==> src/rtl/mem_stage_ctrl_pkg.sv <==
// Shared definitions for the MEM-stage controller: FSM encoding and datapath widths.
package mem_stage_ctrl_pkg;

  localparam int DATA_W        = 32;
  localparam int REG_W         = 4;
  localparam int BASE_ADDR_DEF = 1024;

  localparam logic [1:0] ST_IDLE   = 2'd0;
  localparam logic [1:0] ST_ACCESS = 2'd1;
  localparam logic [1:0] ST_DONE   = 2'd2;

endpackage

==> src/rtl/mem_stage_ctrl_wb_reg.sv <==
// MEM/WB pipeline register: full load, bubble insertion and a separately enabled read-value field.
module mem_wb_reg
  import mem_stage_ctrl_pkg::*;
(
  input  logic              clk,
  input  logic              rst_n,
  input  logic              load,
  input  logic              load_rdata,
  input  logic              bubble,
  input  logic              wb_en_in,
  input  logic              mem_r_en_in,
  input  logic [DATA_W-1:0] alu_result_in,
  input  logic [DATA_W-1:0] read_value_in,
  input  logic [REG_W-1:0]  dest_in,
  output logic              wb_en,
  output logic              mem_r_en,
  output logic [DATA_W-1:0] alu_result,
  output logic [DATA_W-1:0] read_value,
  output logic [REG_W-1:0]  dest
);

  always_ff @(posedge clk or negedge rst_n) begin
    if (!rst_n) begin
      wb_en      <= 1'b0;
      mem_r_en   <= 1'b0;
      alu_result <= '0;
      read_value <= '0;
      dest       <= '0;
    end else begin
      // A bubble only kills the control bits; data fields hold their last value.
      if (bubble) begin
        wb_en    <= 1'b0;
        mem_r_en <= 1'b0;
      end else if (load) begin
        wb_en      <= wb_en_in;
        mem_r_en   <= mem_r_en_in;
        alu_result <= alu_result_in;
        dest       <= dest_in;
      end
      if (load_rdata) read_value <= read_value_in;
    end
  end

endmodule

==> src/rtl/mem_stage_ctrl.sv <==
// MEM stage: drives a req/ack data-memory access, stalls upstream while it is in flight,
// and feeds the MEM/WB register.
module mem_stage_ctrl
  import mem_stage_ctrl_pkg::*;
#(
  parameter int BASE_ADDR = BASE_ADDR_DEF,
  parameter int ADDR_W    = 16,
  parameter int TIMEOUT   = 255
) (
  input  logic              clk,
  input  logic              rst,
  input  logic              WB_EN_IN,
  input  logic              MEM_R_EN_IN,
  input  logic              MEM_W_EN_IN,
  input  logic [DATA_W-1:0] ALU_result_IN,
  input  logic [DATA_W-1:0] Val_Rm_IN,
  input  logic [REG_W-1:0]  Dest_IN,
  output logic              mem_req,
  output logic              mem_we,
  output logic [ADDR_W-1:0] mem_addr,
  output logic [DATA_W-1:0] mem_wdata,
  input  logic [DATA_W-1:0] mem_rdata,
  input  logic              mem_ack,
  output logic              ready,
  output logic              mem_err,
  output logic              WB_EN,
  output logic              MEM_R_EN,
  output logic [DATA_W-1:0] ALU_result,
  output logic [DATA_W-1:0] Mem_read_value,
  output logic [REG_W-1:0]  Dest
);

  localparam int CNT_W = (TIMEOUT > 1) ? $clog2(TIMEOUT) : 1;
  localparam logic [CNT_W-1:0] CNT_LAST = CNT_W'((TIMEOUT > 0) ? TIMEOUT - 1 : 0);

  logic [1:0]        state;
  logic [CNT_W-1:0]  cnt;
  logic [DATA_W-1:0] rbuf;
  logic              mem_op;

  assign mem_op = MEM_R_EN_IN | MEM_W_EN_IN;
  assign ready  = ((state == ST_IDLE) && !mem_op) || (state == ST_DONE);

  always_ff @(posedge clk or negedge rst) begin
    if (!rst) begin
      state     <= ST_IDLE;
      cnt       <= '0;
      rbuf      <= '0;
      mem_req   <= 1'b0;
      mem_we    <= 1'b0;
      mem_addr  <= '0;
      mem_wdata <= '0;
      mem_err   <= 1'b0;
    end else begin
      case (state)
        ST_IDLE: begin
          if (mem_op) begin
            // Word address relative to BASE_ADDR; byte-offset bits are dropped, no alignment check.
            mem_addr  <= ADDR_W'((ALU_result_IN - 32'(BASE_ADDR)) >> 2);
            mem_wdata <= Val_Rm_IN;
            mem_we    <= MEM_W_EN_IN;
            mem_req   <= 1'b1;
            cnt       <= '0;
            state     <= ST_ACCESS;
          end
        end
        ST_ACCESS: begin
          // An ack on the final counted cycle still completes the access normally.
          if (mem_ack) begin
            if (!mem_we) rbuf <= mem_rdata;
            mem_req <= 1'b0;
            state   <= ST_DONE;
          end else if ((TIMEOUT != 0) && (cnt == CNT_LAST)) begin
            mem_req <= 1'b0;
            mem_err <= 1'b1;
            rbuf    <= '0;
            state   <= ST_DONE;
          end else begin
            cnt <= cnt + 1'b1;
          end
        end
        ST_DONE: state <= ST_IDLE;
        default: state <= ST_IDLE;
      endcase
    end
  end

  mem_wb_reg u_mem_wb (
    .clk           (clk),
    .rst_n         (rst),
    .load          (ready),
    .load_rdata    (state == ST_DONE),
    .bubble        (!ready),
    .wb_en_in      (WB_EN_IN),
    .mem_r_en_in   (MEM_R_EN_IN),
    .alu_result_in (ALU_result_IN),
    .read_value_in (rbuf),
    .dest_in       (Dest_IN),
    .wb_en         (WB_EN),
    .mem_r_en      (MEM_R_EN),
    .alu_result    (ALU_result),
    .read_value    (Mem_read_value),
    .dest          (Dest)
  );

endmodule

==> config.mk <==
export PLATFORM = sky130hd
export DESIGN_NAME = mem_stage_ctrl
export DESIGN_NICKNAME = d
export VERILOG_FILES = /design/src/rtl/mem_stage_ctrl_pkg.sv /design/src/rtl/mem_stage_ctrl_wb_reg.sv /design/src/rtl/mem_stage_ctrl.sv
export SDC_FILE = /design/constraint.sdc
export NUM_CORES = 1
export LEC_CHECK = 0
export BUFFER_PORTS_ARGS = -buffer_cell sky130_fd_sc_hd__clkbuf_2
export CORE_MARGIN = 2
export CORE_UTILIZATION = 50
export DETAILED_ROUTE_END_ITERATION = 12
export GPL_TIMING_DRIVEN = 1
export PLACE_DENSITY = 0.81
export SYNTH_ARGS = -nofsm -noshare
export SYNTH_HDL_FRONTEND = slang
export SYNTH_SLANG_ARGS = --single-unit
==> constraint.sdc <==
create_clock -name clk -period 3.08 [get_ports clk]
set_clock_uncertainty 0.2 [all_clocks]
set_input_delay 0.308 -clock clk [delete_from_list [all_inputs] [get_ports clk]]
set_output_delay 0.308 -clock clk [all_outputs]
set_load 0.03 [all_outputs]
# [Yosys cells after proc, flatten, opt, wreduce, memory -nomap -nowiden]
# Cells that the tools add are included.
[classes] n_reduce_logical=12 n_addsub=2 muxes=17 n_bitwise=2 eq_ne=8
[op_table] op="$mux W32" n=3
[op_table] op="$mux W8" n=3
[op_table] op="$sub A18 B11 Y18 const B" n=1
[op_table] op="$pmux W8 S2" n=1
[op_table] op="$reduce_and A3 Y1" n=3
[op_table] op="$add A8 B1 Y8 const B" n=1
[op_table] op="$eq A8 B8 Y1 const B" n=1
[op_table] op="$ne A2 B2 Y1 const B" n=4
[op_table] op="$mux W2" n=3
[op_table] op="$mux W1" n=5
[op_table] op="$pmux W2 S2" n=1
[op_table] op="$reduce_and A2 Y1" n=2
[op_table] op="$reduce_and A4 Y1" n=1
[op_table] op="$reduce_bool A2 Y1" n=2
[op_table] op="$ne A3 B3 Y1 const B" n=1
[op_table] op="$eq A2 B1 Y1 const B" n=1
[op_table] op="$eq A2 B2 Y1 const B" n=1
[op_table] op="$logic_not A2 Y1" n=1
[op_table] op="$pmux W1 S2" n=1
[op_table] op="$logic_and A1 B1 Y1" n=1
[op_table] op="$logic_not A1 Y1" n=1
[op_table] op="$logic_or A1 B1 Y1" n=1
[op_table] op="$not A1 Y1" n=1
[op_table] op="$or A1 B1 Y1" n=1
[word_totals] in_bits=106 register_bits=163 output_inout_bits=122

# [Depth between registers and ports, before layout]
[logic_depth] depth_word=5 depth_mapped=7 depth_no_buf=6

# [Modules after synthesis]
# A second synthesis with hierarchy kept.
[hier_totals] hier_cells=567 area_unflattened_um2=6663.9
[by_module_without_submodules] module="mem_stage_ctrl" cells_per_inst=416 area_each_um2=3886.2 instances=1
[by_module_without_submodules] module="mem_wb_reg" cells_per_inst=151 area_each_um2=2777.7 instances=1

# [Worst setup path before layout]
# OpenSTA, ideal clock, no wires.
[synth_timing] path_type="register to register" startpoint="register cnt[0]" endpoint="register cnt[5]" path_stages_with_launch=7 slack_ns=1.341 setup_time_ns=0.075 synth_period_minus_slack_ns=1.739 t_required_ns=2.805 t_arrival_ns=1.464 path_cell_list="dfrtp_1 > inv_1 > ha_1 > nand3_1 > o21ai_2 > or4_4 > a21oi_2"
[synth_via] elab_chain_cells=4 elab_cells_between_ends=7 classes_between="add/sub (1); eq/ne (2); mux (3); reduce/logical (1)"
[synth_lines] element="start: declaration" line="mem_stage_ctrl.sv:37" rtl="logic [CNT_W-1:0] cnt;"
[synth_lines] element="start signal: assignment" line="mem_stage_ctrl.sv:79" rtl="cnt <= cnt + 1'b1;"
[synth_lines] element="$add A8 B1 Y8" line="mem_stage_ctrl.sv:79"
[synth_lines] element="$mux W8" line="mem_stage_ctrl.sv:73" rtl="end else if ((TIMEOUT != 0) && (cnt == CNT_LAST)) begin"
[synth_lines] element="$mux W8" line="mem_stage_ctrl.sv:69" rtl="if (mem_ack) begin"
[synth_lines] element="$pmux W8 S2" line="mem_stage_ctrl.sv:55" rtl="case (state)"
# Parallel ways exist; a longest one is shown, timed or not. The select of a mux whose other input is x is not followed.
# A chain may end at the register's enable or synchronous reset.

# [Worst setup path in the final report]
[layout_timing] startpoint="input MEM_R_EN_IN" endpoint="output ready"
[layout_via] elab_chain_cells=4
[layout_lines] element="start: declaration" line="mem_stage_ctrl.sv:13" rtl="input logic MEM_R_EN_IN,"
[layout_lines] element="$or A1 B1 Y1" line="mem_stage_ctrl.sv:41" rtl="assign mem_op = MEM_R_EN_IN | MEM_W_EN_IN;"
[layout_lines] element="$logic_not A1 Y1" line="mem_stage_ctrl.sv:42" rtl="assign ready = ((state == ST_IDLE) && !mem_op) || (state == ST_DONE);"
[layout_lines] element="$logic_and A1 B1 Y1" line="mem_stage_ctrl.sv:42"
[layout_lines] element="$logic_or A1 B1 Y1" line="mem_stage_ctrl.sv:42"
[layout_lines] element="end: declaration" line="mem_stage_ctrl.sv:24" rtl="output logic ready,"
# Every way passes these cells.

==> results.yml <==
status:
  run_status: "finished, final reports clean"
drt:
  drt_wl_total_um: 18600
  vias_per_cell: 5.27
  vias: 5369
  drt-pass1-iter-count: 4
  routedWlPerCell_um: 18.2
  antenna_left: 0
  drc: 0
  drt_iter0_markers: 406
critical_path:
  crit_chain: "dlygate4sd3_1 > clkbuf_2 > nor2_1 > nor2_1 > nor2_4 > clkbuf_2"
  r2r_start: "state[1]$_DFFE_PN0P_"
  cp-start-kind: "input port"
  worst_path_largest_cell_delay_ps: 580
  r2r_end: "u_mem_wb.alu_result[12]$_DFFE_PN0N_"
  crit_start: "MEM_R_EN_IN"
  crit_end: "ready"
  crit_family: "buffers and inverters"
  r2r_setup_slack_ps: 770
  cp.required_ps: 2570
  path_buf_inv: 3
  endpoint_kind: "primary output"
  worstPathArrival_ps: 2380
  crit_cells: 6
  slowest_stage: "nor2_4"
  r2r_cells: 4
  path_max_fanout: 25
  critPathKind: "in2out"
global_routing:
  grt_pass1_vias: 5857
  grt_first_pass_wirelength_um: 29400
  globalRouteOverflowTotal: 0
  grt_max_degree: 85
  grt_usage_pct: 28.9
  antenna_found_initial: 1
synth:
  seq_area_frac_synth_pct: 65.1
  syn-instance-count: 502
  yosysWarnings: 0
  yosys-top-cells-area: "dfrtp_1 (65%), mux2_2 (12%), nand2_1 (8.0%)"
  synth_edf_count: 0
  post-synth-top-count-cell: "dfrtp_1"
  synth_nets: 611
  yosysTopAreaCellShare_pct: 65.1
  synth_cell_type_count: 42
  synth_area_per_cell_um2: 12.5
  synth_flop_cell: "dfrtp_1"
  netlist_top_cells_count: "dfrtp_1 (163), nand2_1 (134), mux2_2 (68), a22o_1 (33), buf_2 (15)"
  syn_area_um2: 6270
  async_reset_ff_share_pct: 100
  yosys.area.top_type: "dfrtp_1"
  yosys_register_bits: 163
job:
  drv_cap: 0
min_path:
  whs_path_depth: 2
  hp-class: "in2reg"
power_and_ir_drop:
  p_switching_w: 0.00434
  power_frac_comb_pct: 43.4
  power_frac_seq_pct: 36.9
  p_per_area_nw_per_um2: 1100
  irDropWorstVdd_mv: 0.694
  power.total_w: 0.0102
  power_frac_clock_pct: 19.8
  switching_share_pct: 42.7
  cellLeakagePower_nw: 4.75
  intPower_w: 0.00582
sta:
  final-setup-viol-count: 0
  hold_viol: 0
  timing.setup.tns_ps: 0
  max_freq_mhz: 347
  setup_ws_ps: 196
  tightest_slew_ps: 1060
  finalMaxSlewViolations: 0
  min_period_ps: 2880
  layout_worst_path_cycle_share_pct: 93.6
  rsz0062_at_grt: "false"
  slew_headroom_pct: 29.2
clock_tree:
  cts_hold_buf: 102
  cts_htree_levels: 4
  cts_max_path_buffers: 2
  cts_buffers: 17
  clk_latency_ps: 410
  cts_root_buf: "clkbuf_16"
  cts_tree: "built"
  cts_setup_buffers: 0
  path_clk_slew_ps: 60
  clkSinkCount: 163
  cts_resized: 0
place:
  place_inst: 883
  port_buffers: 227
  placed_cell_area_um2: 7630
  dp_slack_ps: 745
  gp_congestion: 0.802
  dp_hpwl_um: 10500
layout:
  nets: 945
  drive_gt1_share_pct: 40.6
  design_area_um2: 9220
  final_cells: 1018
  fillers: 712
  area_growth_syn_to_layout_pct: 47.1
floorplanning:
  dieArea_um2: 13400
  die_y_um: 116
  core_um2: 12100
  start_util_pct: 51.7
  ios: 228
  rows: 40
  fp.dieW_um: 116
-- power by group through the flow --
stage | Sequential (W) | Combinational [W] | Clock, W
5_1_grt | 0.00385 | 0.00469 | 0.00213
2_1_floorplan | 0.00509 | 0.00143 | 0
6_report | 0.00374 | 0.00441 | 0.00201
4_1_cts | 0.00369 | 0.00433 | 0.00203
3_5_place_dp | 0.00370 | 0.00421 | 0
3_3_place_gp | 0.00364 | 0.00409 | 0
-- worst min path at each step --
stage	startpoint	end	slack [ps]
2_1_floorplan	rst	cnt[0]$_DFFE_PN0P_	-190
3_3_place_gp	rst	mem_wdata[27]$_DFFE_PN0P_	200
3_5_place_dp	rst	u_mem_wb.read_value[3]$_DFFE_PN0N_	210
4_1_cts	ALU_result_IN[11]	u_mem_wb.alu_result[11]$_DFFE_PN0N_	3
5_1_grt	ALU_result_IN[11]	u_mem_wb.alu_result[11]$_DFFE_PN0N_	40
6_report	ALU_result_IN[11]	u_mem_wb.alu_result[11]$_DFFE_PN0N_	40
-- metrics by stage --
stage	util [%]	hold WS (ps)
6_report	76.1	42.4
3_3_place_gp	63.0	196
2_1_floorplan	-	-188
5_1_grt	76.1	35.3
3_5_place_dp	63.0	208
4_1_cts	76.1	3.12
-- metal layers --
metal  GRT usage (%)  up-vias  wire length [µm]
met5               0        -                 0
met4            14.8        0               680
met3            7.95       60              1320
met2            49.3      263              9490
met1            33.5     2666              7080
li1                -     2380                 -
-- layout by cell type, fill, tap and decap left out, types with 2 or more instances in the layout --
master         netlist  routed
a21o_1               2       2
a21oi_1              3       3
a22o_1              33      33
and3_1               2       2
buf_4                0      10
clkbuf_1            10       4
clkbuf_16            0      17
clkbuf_2             0     226
clkbuf_8             0       4
clkinv_2             0       2
clkinvlp_4           0       2
dfrtp_1            163     163
dlygate4sd3_1        0     102
ha_1                 3       3
inv_1                5       5
mux2_2              68      68
nand2_1            134     134
nand2b_1             2       2
nand3_1              5       5
nor2_1              12      10
nor2_2               1       2
o21a_1               2       2
o21ai_0              9       9
o31ai_1              2       2
xnor2_1              7       7
-- sequential cells by signal, summed over array words and instances, names as in the netlist, 2 cells and up --
| name | cells |
|---|---|
| cnt | 8 |
| mem_addr | 16 |
| mem_wdata | 32 |
| rbuf | 32 |
| state | 2 |
| u_mem_wb.alu_result | 32 |
| u_mem_wb.dest | 4 |
| u_mem_wb.read_value | 32 |
-- final cells by class --
class                           count  area, µm²  share of cell area (%)
Sequential cell                   163       4080                    44.2
Timing Repair Buffer              340       2260                    24.5
Multi-Input combinational cell    309       2080                    22.6
Clock buffer                       25        495                    5.37
Tap cell                          168        210                    2.28
Clock inverter                      7       72.6                   0.787
Inverter                            5       18.8                   0.204
Antenna cell                        1       2.50                  0.0271
-- logic make-up (layout without fill, tap and decap cells) --
group / after synthesis / in the layout / share of synthesized area [%]
AO/OA/AOI/OAI: 59 / 59 / 7.19
XOR/XNOR: 8 / 8 / 1.12
adder cells (fa/ha/maj): 3 / 3 / 0.599
buffers and inverters: 30 / 377 / 2.10
flip-flops: 163 / 163 / 65.1
multiplexers: 68 / 68 / 12.2
other: 0 / 1 / 0
AND/OR/NAND/NOR: 171 / 171 / 11.7
(Power assumes the default switching activity.)
